$ cat config.mk
export PLATFORM = sky130hd
export DESIGN_NAME = uart_dir_decoder_flat
export DESIGN_NICKNAME = d
export VERILOG_FILES = /design/src/rtl/uart_dir_decoder_pkg.sv /design/src/rtl/uart_dir_decoder_if.sv /design/src/rtl/uart_dir_decoder_dir_fifo.sv /design/src/rtl/uart_dir_decoder.sv /design/src/flat_wrapper.sv
export SDC_FILE = /design/constraint.sdc
export NUM_CORES = 1
export LEC_CHECK = 0
export ABC_AREA = 1
export BUFFER_PORTS_ARGS = -buffer_cell sky130_fd_sc_hd__clkbuf_2
export CORE_ASPECT_RATIO = 0.75
export CORE_MARGIN = 4
export CORE_UTILIZATION = 50
export DETAILED_ROUTE_END_ITERATION = 8
export GPL_ROUTABILITY_DRIVEN = 0
export PLACE_DENSITY = 0.82
export SLEW_MARGIN = 5
export SYNTH_ARGS = -nofsm -noshare
export SYNTH_HDL_FRONTEND = slang
export SYNTH_SLANG_ARGS = --single-unit
$ cat constraint.sdc
create_clock -name clk -period 5.3 [get_ports clk]
set_clock_uncertainty 0.15 [all_clocks]
set_input_delay 0.265 -clock clk [delete_from_list [all_inputs] [get_ports clk]]
set_output_delay 0.265 -clock clk [all_outputs]
set_load 0.02 [all_outputs]
$ cat src/rtl/uart_dir_decoder_pkg.sv
// Shared snake definitions: direction codes, ASCII key constants, key decode helper.
package uart_dir_decoder_pkg;

  typedef enum logic [1:0] {
    DIR_UP    = 2'b00,
    DIR_RIGHT = 2'b01,
    DIR_DOWN  = 2'b10,
    DIR_LEFT  = 2'b11
  } dir_e;

  typedef enum logic [1:0] {
    CMD_NONE,
    CMD_DIR,
    CMD_PAUSE,
    CMD_RESTART
  } cmd_e;

  typedef struct packed {
    cmd_e cmd;
    dir_e dir;
  } key_t;

  localparam logic [7:0] KEY_UP_LC      = 8'h77;  // w
  localparam logic [7:0] KEY_UP_UC      = 8'h57;  // W
  localparam logic [7:0] KEY_RIGHT_LC   = 8'h64;  // d
  localparam logic [7:0] KEY_RIGHT_UC   = 8'h44;  // D
  localparam logic [7:0] KEY_DOWN_LC    = 8'h73;  // s
  localparam logic [7:0] KEY_DOWN_UC    = 8'h53;  // S
  localparam logic [7:0] KEY_LEFT_LC    = 8'h61;  // a
  localparam logic [7:0] KEY_LEFT_UC    = 8'h41;  // A
  localparam logic [7:0] KEY_PAUSE_LC   = 8'h70;  // p
  localparam logic [7:0] KEY_PAUSE_UC   = 8'h50;  // P
  localparam logic [7:0] KEY_RESTART_LC = 8'h72;  // r
  localparam logic [7:0] KEY_RESTART_UC = 8'h52;  // R

  // Directions are encoded so that the 180-degree turn differs only in bit 1.
  function automatic dir_e opposite(dir_e d);
    return dir_e'(d ^ 2'b10);
  endfunction

  function automatic key_t decode_key(logic [7:0] b);
    key_t k;
    k.cmd = CMD_NONE;
    k.dir = DIR_UP;
    case (b)
      KEY_UP_LC, KEY_UP_UC:           begin k.cmd = CMD_DIR; k.dir = DIR_UP;    end
      KEY_RIGHT_LC, KEY_RIGHT_UC:     begin k.cmd = CMD_DIR; k.dir = DIR_RIGHT; end
      KEY_DOWN_LC, KEY_DOWN_UC:       begin k.cmd = CMD_DIR; k.dir = DIR_DOWN;  end
      KEY_LEFT_LC, KEY_LEFT_UC:       begin k.cmd = CMD_DIR; k.dir = DIR_LEFT;  end
      KEY_PAUSE_LC, KEY_PAUSE_UC:     k.cmd = CMD_PAUSE;
      KEY_RESTART_LC, KEY_RESTART_UC: k.cmd = CMD_RESTART;
      default:                        k.cmd = CMD_NONE;
    endcase
    return k;
  endfunction

endpackage

$ cat src/rtl/uart_dir_decoder_if.sv
// Byte input from rxuart, move tick from snake, and the decoded command outputs.
interface uart_dir_decoder_if;
  logic [7:0] dataRX;
  logic       WR_RX;
  logic       move_tick;
  logic [1:0] dir;
  logic       dir_valid_q;
  logic       paused;
  logic       restart;
  logic       cmd_dropped;

  modport master (
    output dataRX, WR_RX, move_tick,
    input  dir, dir_valid_q, paused, restart, cmd_dropped
  );

  modport slave (
    input  dataRX, WR_RX, move_tick,
    output dir, dir_valid_q, paused, restart, cmd_dropped
  );
endinterface

$ cat src/rtl/uart_dir_decoder_dir_fifo.sv
// 2-bit wide synchronous FIFO of queued directions; tail exposes the newest entry.
module dir_fifo #(
  parameter int unsigned DEPTH = 4
) (
  input  logic       clk,
  input  logic       rst,
  input  logic       push,
  input  logic       pop,
  input  logic       flush,
  input  logic [1:0] din,
  output logic       full,
  output logic       empty,
  output logic [1:0] head,
  output logic [1:0] tail
);
  localparam int unsigned PW = $clog2(DEPTH);
  localparam int unsigned CW = $clog2(DEPTH) + 1;

  logic [1:0]    mem [DEPTH];
  logic [PW-1:0] wr_ptr;
  logic [PW-1:0] rd_ptr;
  logic [CW-1:0] count;
  logic          do_push;
  logic          do_pop;

  assign full    = (count == CW'(DEPTH));
  assign empty   = (count == '0);
  assign do_push = push && !full && !flush;
  assign do_pop  = pop && !empty && !flush;
  assign head    = mem[rd_ptr];
  assign tail    = mem[wr_ptr - PW'(1)];

  always_ff @(posedge clk) begin
    if (do_push) mem[wr_ptr] <= din;
  end

  always_ff @(posedge clk) begin
    if (rst || flush) begin
      wr_ptr <= '0;
      rd_ptr <= '0;
      count  <= '0;
    end else begin
      if (do_push) wr_ptr <= wr_ptr + PW'(1);
      if (do_pop)  rd_ptr <= rd_ptr + PW'(1);
      case ({do_push, do_pop})
        2'b10:   count <= count + CW'(1);
        2'b01:   count <= count - CW'(1);
        default: count <= count;
      endcase
    end
  end
endmodule

$ cat src/rtl/uart_dir_decoder.sv
// Decodes received ASCII keys into queued snake directions plus pause/restart control.
module uart_dir_decoder
  import uart_dir_decoder_pkg::*;
#(
  parameter int unsigned FIFO_DEPTH = 4,
  parameter logic [1:0]  START_DIR  = 2'b01
) (
  input logic               clk,
  input logic               rst,
  uart_dir_decoder_if.slave bus
);
  logic [7:0] byte_q;
  logic       byte_vld_q;
  dir_e       dir_r;
  logic       paused_r;
  logic       restart_r;
  logic       dropped_r;

  key_t       key;
  dir_e       ref_dir;
  logic       dir_key;
  logic       drop;
  logic       push;
  logic       pop;
  logic       do_restart;
  logic       do_pause;
  logic       full;
  logic       empty;
  logic [1:0] head;
  logic [1:0] tail;

  dir_fifo #(.DEPTH(FIFO_DEPTH)) u_fifo (
    .clk   (clk),
    .rst   (rst),
    .push  (push),
    .pop   (pop),
    .flush (do_restart),
    .din   (key.dir),
    .full  (full),
    .empty (empty),
    .head  (head),
    .tail  (tail)
  );

  // Reference is the newest queued entry, so filtering applies to where the snake will be heading.
  always_comb begin
    key        = decode_key(byte_q);
    ref_dir    = empty ? dir_r : dir_e'(tail);
    dir_key    = byte_vld_q && (key.cmd == CMD_DIR);
    do_pause   = byte_vld_q && (key.cmd == CMD_PAUSE);
    do_restart = byte_vld_q && (key.cmd == CMD_RESTART);
    drop       = dir_key && (paused_r || (key.dir == ref_dir) ||
                             (key.dir == opposite(ref_dir)) || full);
    push       = dir_key && !drop;
    pop        = bus.move_tick && !paused_r && !empty && !do_restart;
  end

  always_ff @(posedge clk) begin
    if (rst) begin
      byte_q     <= '0;
      byte_vld_q <= 1'b0;
      dir_r      <= dir_e'(START_DIR);
      paused_r   <= 1'b0;
      restart_r  <= 1'b0;
      dropped_r  <= 1'b0;
    end else begin
      byte_q     <= bus.dataRX;
      byte_vld_q <= bus.WR_RX;
      restart_r  <= do_restart;
      dropped_r  <= drop;
      if (do_restart) begin
        dir_r    <= dir_e'(START_DIR);
        paused_r <= 1'b0;
      end else begin
        if (pop)      dir_r    <= dir_e'(head);
        if (do_pause) paused_r <= ~paused_r;
      end
    end
  end

  assign bus.dir         = dir_r;
  assign bus.dir_valid_q = !empty;
  assign bus.paused      = paused_r;
  assign bus.restart     = restart_r;
  assign bus.cmd_dropped = dropped_r;
endmodule

$ cat src/flat_wrapper.sv
// flat-port wrapper written by rule: the top's interface ports become plain ports
module uart_dir_decoder_flat import uart_dir_decoder_pkg::*;
#(
  parameter int unsigned FIFO_DEPTH = 4,
  parameter logic [1:0]  START_DIR  = 2'b01
)
  (clk, rst, bus_dataRX, bus_WR_RX, bus_move_tick, bus_dir, bus_dir_valid_q, bus_paused, bus_restart, bus_cmd_dropped);
  uart_dir_decoder_if bus_i ();
  input logic clk;
  input logic rst;
  input wire logic [$bits(bus_i.dataRX)-1:0] bus_dataRX;
  input wire logic [$bits(bus_i.WR_RX)-1:0] bus_WR_RX;
  input wire logic [$bits(bus_i.move_tick)-1:0] bus_move_tick;
  output wire logic [$bits(bus_i.dir)-1:0] bus_dir;
  output wire logic [$bits(bus_i.dir_valid_q)-1:0] bus_dir_valid_q;
  output wire logic [$bits(bus_i.paused)-1:0] bus_paused;
  output wire logic [$bits(bus_i.restart)-1:0] bus_restart;
  output wire logic [$bits(bus_i.cmd_dropped)-1:0] bus_cmd_dropped;
  assign bus_i.dataRX = bus_dataRX;
  assign bus_i.WR_RX = bus_WR_RX;
  assign bus_i.move_tick = bus_move_tick;
  assign bus_dir = bus_i.dir;
  assign bus_dir_valid_q = bus_i.dir_valid_q;
  assign bus_paused = bus_i.paused;
  assign bus_restart = bus_i.restart;
  assign bus_cmd_dropped = bus_i.cmd_dropped;
  uart_dir_decoder #(.FIFO_DEPTH(FIFO_DEPTH), .START_DIR(START_DIR)) u_core (.clk(clk), .rst(rst), .bus(bus_i));
endmodule
==> impl_metrics.tcl <==
set metrics [dict create \
    hold_viol 0 \
    drive_above_1_share_pct 23.9 \
    min_period_ps 2920 \
    powerDensity_mw_per_mm2 252 \
    wirelength_um 2310 \
    yosysTopAreaCell "dfxtp_1" \
    cp_max_fo 6 \
    vias 1042 \
    setup_slack_ps 2380 \
    ys_types 26 \
    worst_pin_slew_ps 311 \
    fin_util_pct 59.8 \
    dpl_cell_area_mm2 0.00152 \
    root_buffer "clkbuf_8" \
    crit_end "u_core.u_fifo.count[2]" \
    grt_first_pass_wirelength_um 3720 \
    tns_ps 0 \
    grt-ovfl-total 0 \
    worstPathRequired_ps 5370 \
    antenna_found_initial 0 \
    start_util_pct 52.7 \
    cp_slowest_cell "dfxtp_1" \
    async_flop_share_pct 0 \
    setup_viol 0 \
    clkTransAtPathRegs_ps 90 \
    rsz0062_at_grt "false" \
    viasPerCell 4.65 \
    ctsResizeCount 0 \
    slew_violations 0 \
    outcome "complete, no violations" \
    first_pass_iters 4 \
    synth_edf_count 8 \
    insertedDiodeCount 0 \
    fin_area_mm2 0.00158 \
    synth-seq-cells 28 \
    first_iter_violations 45 \
    cts_hold_buf 0 \
    synth_warnings 0 \
    worstPathCellList "inv_2, ha_1, inv_1, nand3_1, nand3_1, nand3_1, nand3_2, nor2_2, inv_2, ha_1, inv_1, fa_1, a21oi_1, o21ai_0, xor2_1, nor2_1" \
    max_stage_delay_ps 460 \
    insertion_delay_ps 270 \
    irDropWorstVdd_mv 0.197 \
    first_global_vias 856 \
    avgRoutedWirePerCell_um 10.3 \
    slew_headroom_pct 79.3 \
    whs_path_depth 3 \
    synthCells 169 \
    nets 207 \
    cts_buffer_depth 2 \
    syn-mean-instance-area_um2 8.25 \
    ys_seq_area_share_pct 46.0 \
    synth_area_mm2 0.00139 \
    die-area_mm2 0.00371 \
    hold_path_class "primary input to flip-flop" \
    cts_setup_buffers 0 \
    cpMostUsedCell "nand3_1" \
    r2r_slack_ps 2380 \
    startpoint "u_core.u_fifo.wr_ptr[0]" \
    final_cell_mix "inv_1, nor2_1, dfxtp_1, nand2_1, clkbuf_2" \
    end_kind "flip-flop" \
    ys.flop_type "dfxtp_1" \
    dieWidth_um 69.0 \
    hpwl_um 1860 \
    reg2reg_from "u_core.u_fifo.wr_ptr[0]" \
    synth_top_area_share_pct 28.7 \
    cts_tree "yes" \
    r2r_cells 16 \
    grt_max_degree 17 \
    ios 18 \
    die_h_um 53.7 \
    place_ws_ps 2430 \
    numCtsBuffers 3 \
    h-tree-depth 1 \
    leakage_uw 0.000732 \
    fin_crit_sh_pct 55.1 \
    track_usage_pct 14.3 \
    final_common_cell "inv_1" \
    cp.arrival_ps 2990 \
    postRouteAntennaNets 0 \
    area_growth_pct 13.5 \
    rows 16 \
    timing.rr.end "u_core.u_fifo.count[2]" \
    criticalPathCategory "flip-flop to flip-flop" \
    synth_top_cells_by_area "dfxtp_1, edfxtp_1, inv_1, nor2_1, ha_1" \
    cap_violations 0 \
    fmax_ghz 0.343 \
    core_mm2 0.00264 \
    drc_errors 0 \
    critPathLaunchType "flip-flop" \
    syn_nets 187 \
    io_buffers 16 \
    cts.sinks 28 \
]
==> how the worst min path moves through the flow <==
stage | startpoint | end | slack, ps
after global placement | bus_dataRX[2] | u_core.byte_q[2] | 310
after CTS | bus_dataRX[1] | u_core.byte_q[1] | 9
after global routing | bus_dataRX[1] | u_core.byte_q[1] | 8
after detailed placement | bus_dataRX[1] | u_core.byte_q[1] | 310
after floorplan | bus_dataRX[0] | u_core.byte_q[0] | 220
final | bus_dataRX[1] | u_core.byte_q[1] | 10
==> worst max-delay path, delay by kind of cell, from the launching register on <==
kind | cells | cell delay (ps)
adders and majority gates | 3 | 950
buffers and inverters | 4 | 350
and+or+nand+nor | 6 | 550
DFF | 1 | 460
xor gates and xnor gates | 1 | 160
AOI/OAI and AO/OA | 2 | 260
==> Yosys cell counts, types with 2 or more instances <==
master,n
a21oi_1,7
nor2_1,27
nand2_4,3
xor2_1,2
o22ai_1,2
nand3_1,8
nor2_2,4
o21ai_0,9
ha_1,5
edfxtp_1,8
nor2_4,2
inv_1,35
nand2_1,16
dfxtp_1,20
nand2_2,4
inv_2,3
nand3_2,5
==> kinds of logic (layout without fill, tap and decap cells) <==
logic type | after synthesis | in the layout | share of synthesized area [%]
AOI/OAI and AO/OA | 22 | 22 | 9.34
xor gates and xnor gates | 2 | 2 | 1.26
DFF | 28 | 28 | 46.0
adders and majority gates | 6 | 6 | 5.92
buffers and inverters | 40 | 59 | 11.0
and+or+nand+nor | 71 | 71 | 26.6
==> metal layers <==
metal	GRT usage (%)	part of all wire (%)	vias to the layer above
met1	18.0	46	446
met3	5.01	7.6	4
met2	22.3	45	33
li1	-	-	559
met4	5.83	1.4	0
met5	0	0	-
==> sequential cells by signal, indices dropped and copies added, names as in the netlist, 2 cells and up <==
| signal | flops |
|---|---|
| u_core.bus.dir | 2 |
| u_core.u_fifo.count | 3 |
| u_core.byte_q | 7 |
| u_core.u_fifo.wr_ptr | 2 |
| u_core.u_fifo.rd_ptr | 2 |
| u_core.u_fifo.mem | 8 |
==> final cells by class <==
class / instances / area (µm²)
Fill cell: 246 / 1060
Tap cell: 36 / 45.0
Clock buffer: 4 / 66.3
Multi-Input combinational cell: 101 / 601
Sequential cell: 28 / 641
Timing Repair Buffer: 16 / 80.1
Inverter: 39 / 149
==> stage by stage <==
step | cells | hold WS [ps] | total power [µW]
2_1_floorplan | 169 | 222 | 249
3_3_place_gp | 220 | 307 | 255
3_5_place_dp | 220 | 310 | 256
4_1_cts | 224 | 8.97 | 402
5_1_grt | 224 | 7.93 | 417
6_report | 224 | 12.0 | 399
==> where the power goes <==
group,switching [µW],internal [µW]
combinational,14.9,9.50
sequential,3.11,223
clock,66.2,82.2
total,84.2,315
(Power assumes the default switching activity.)
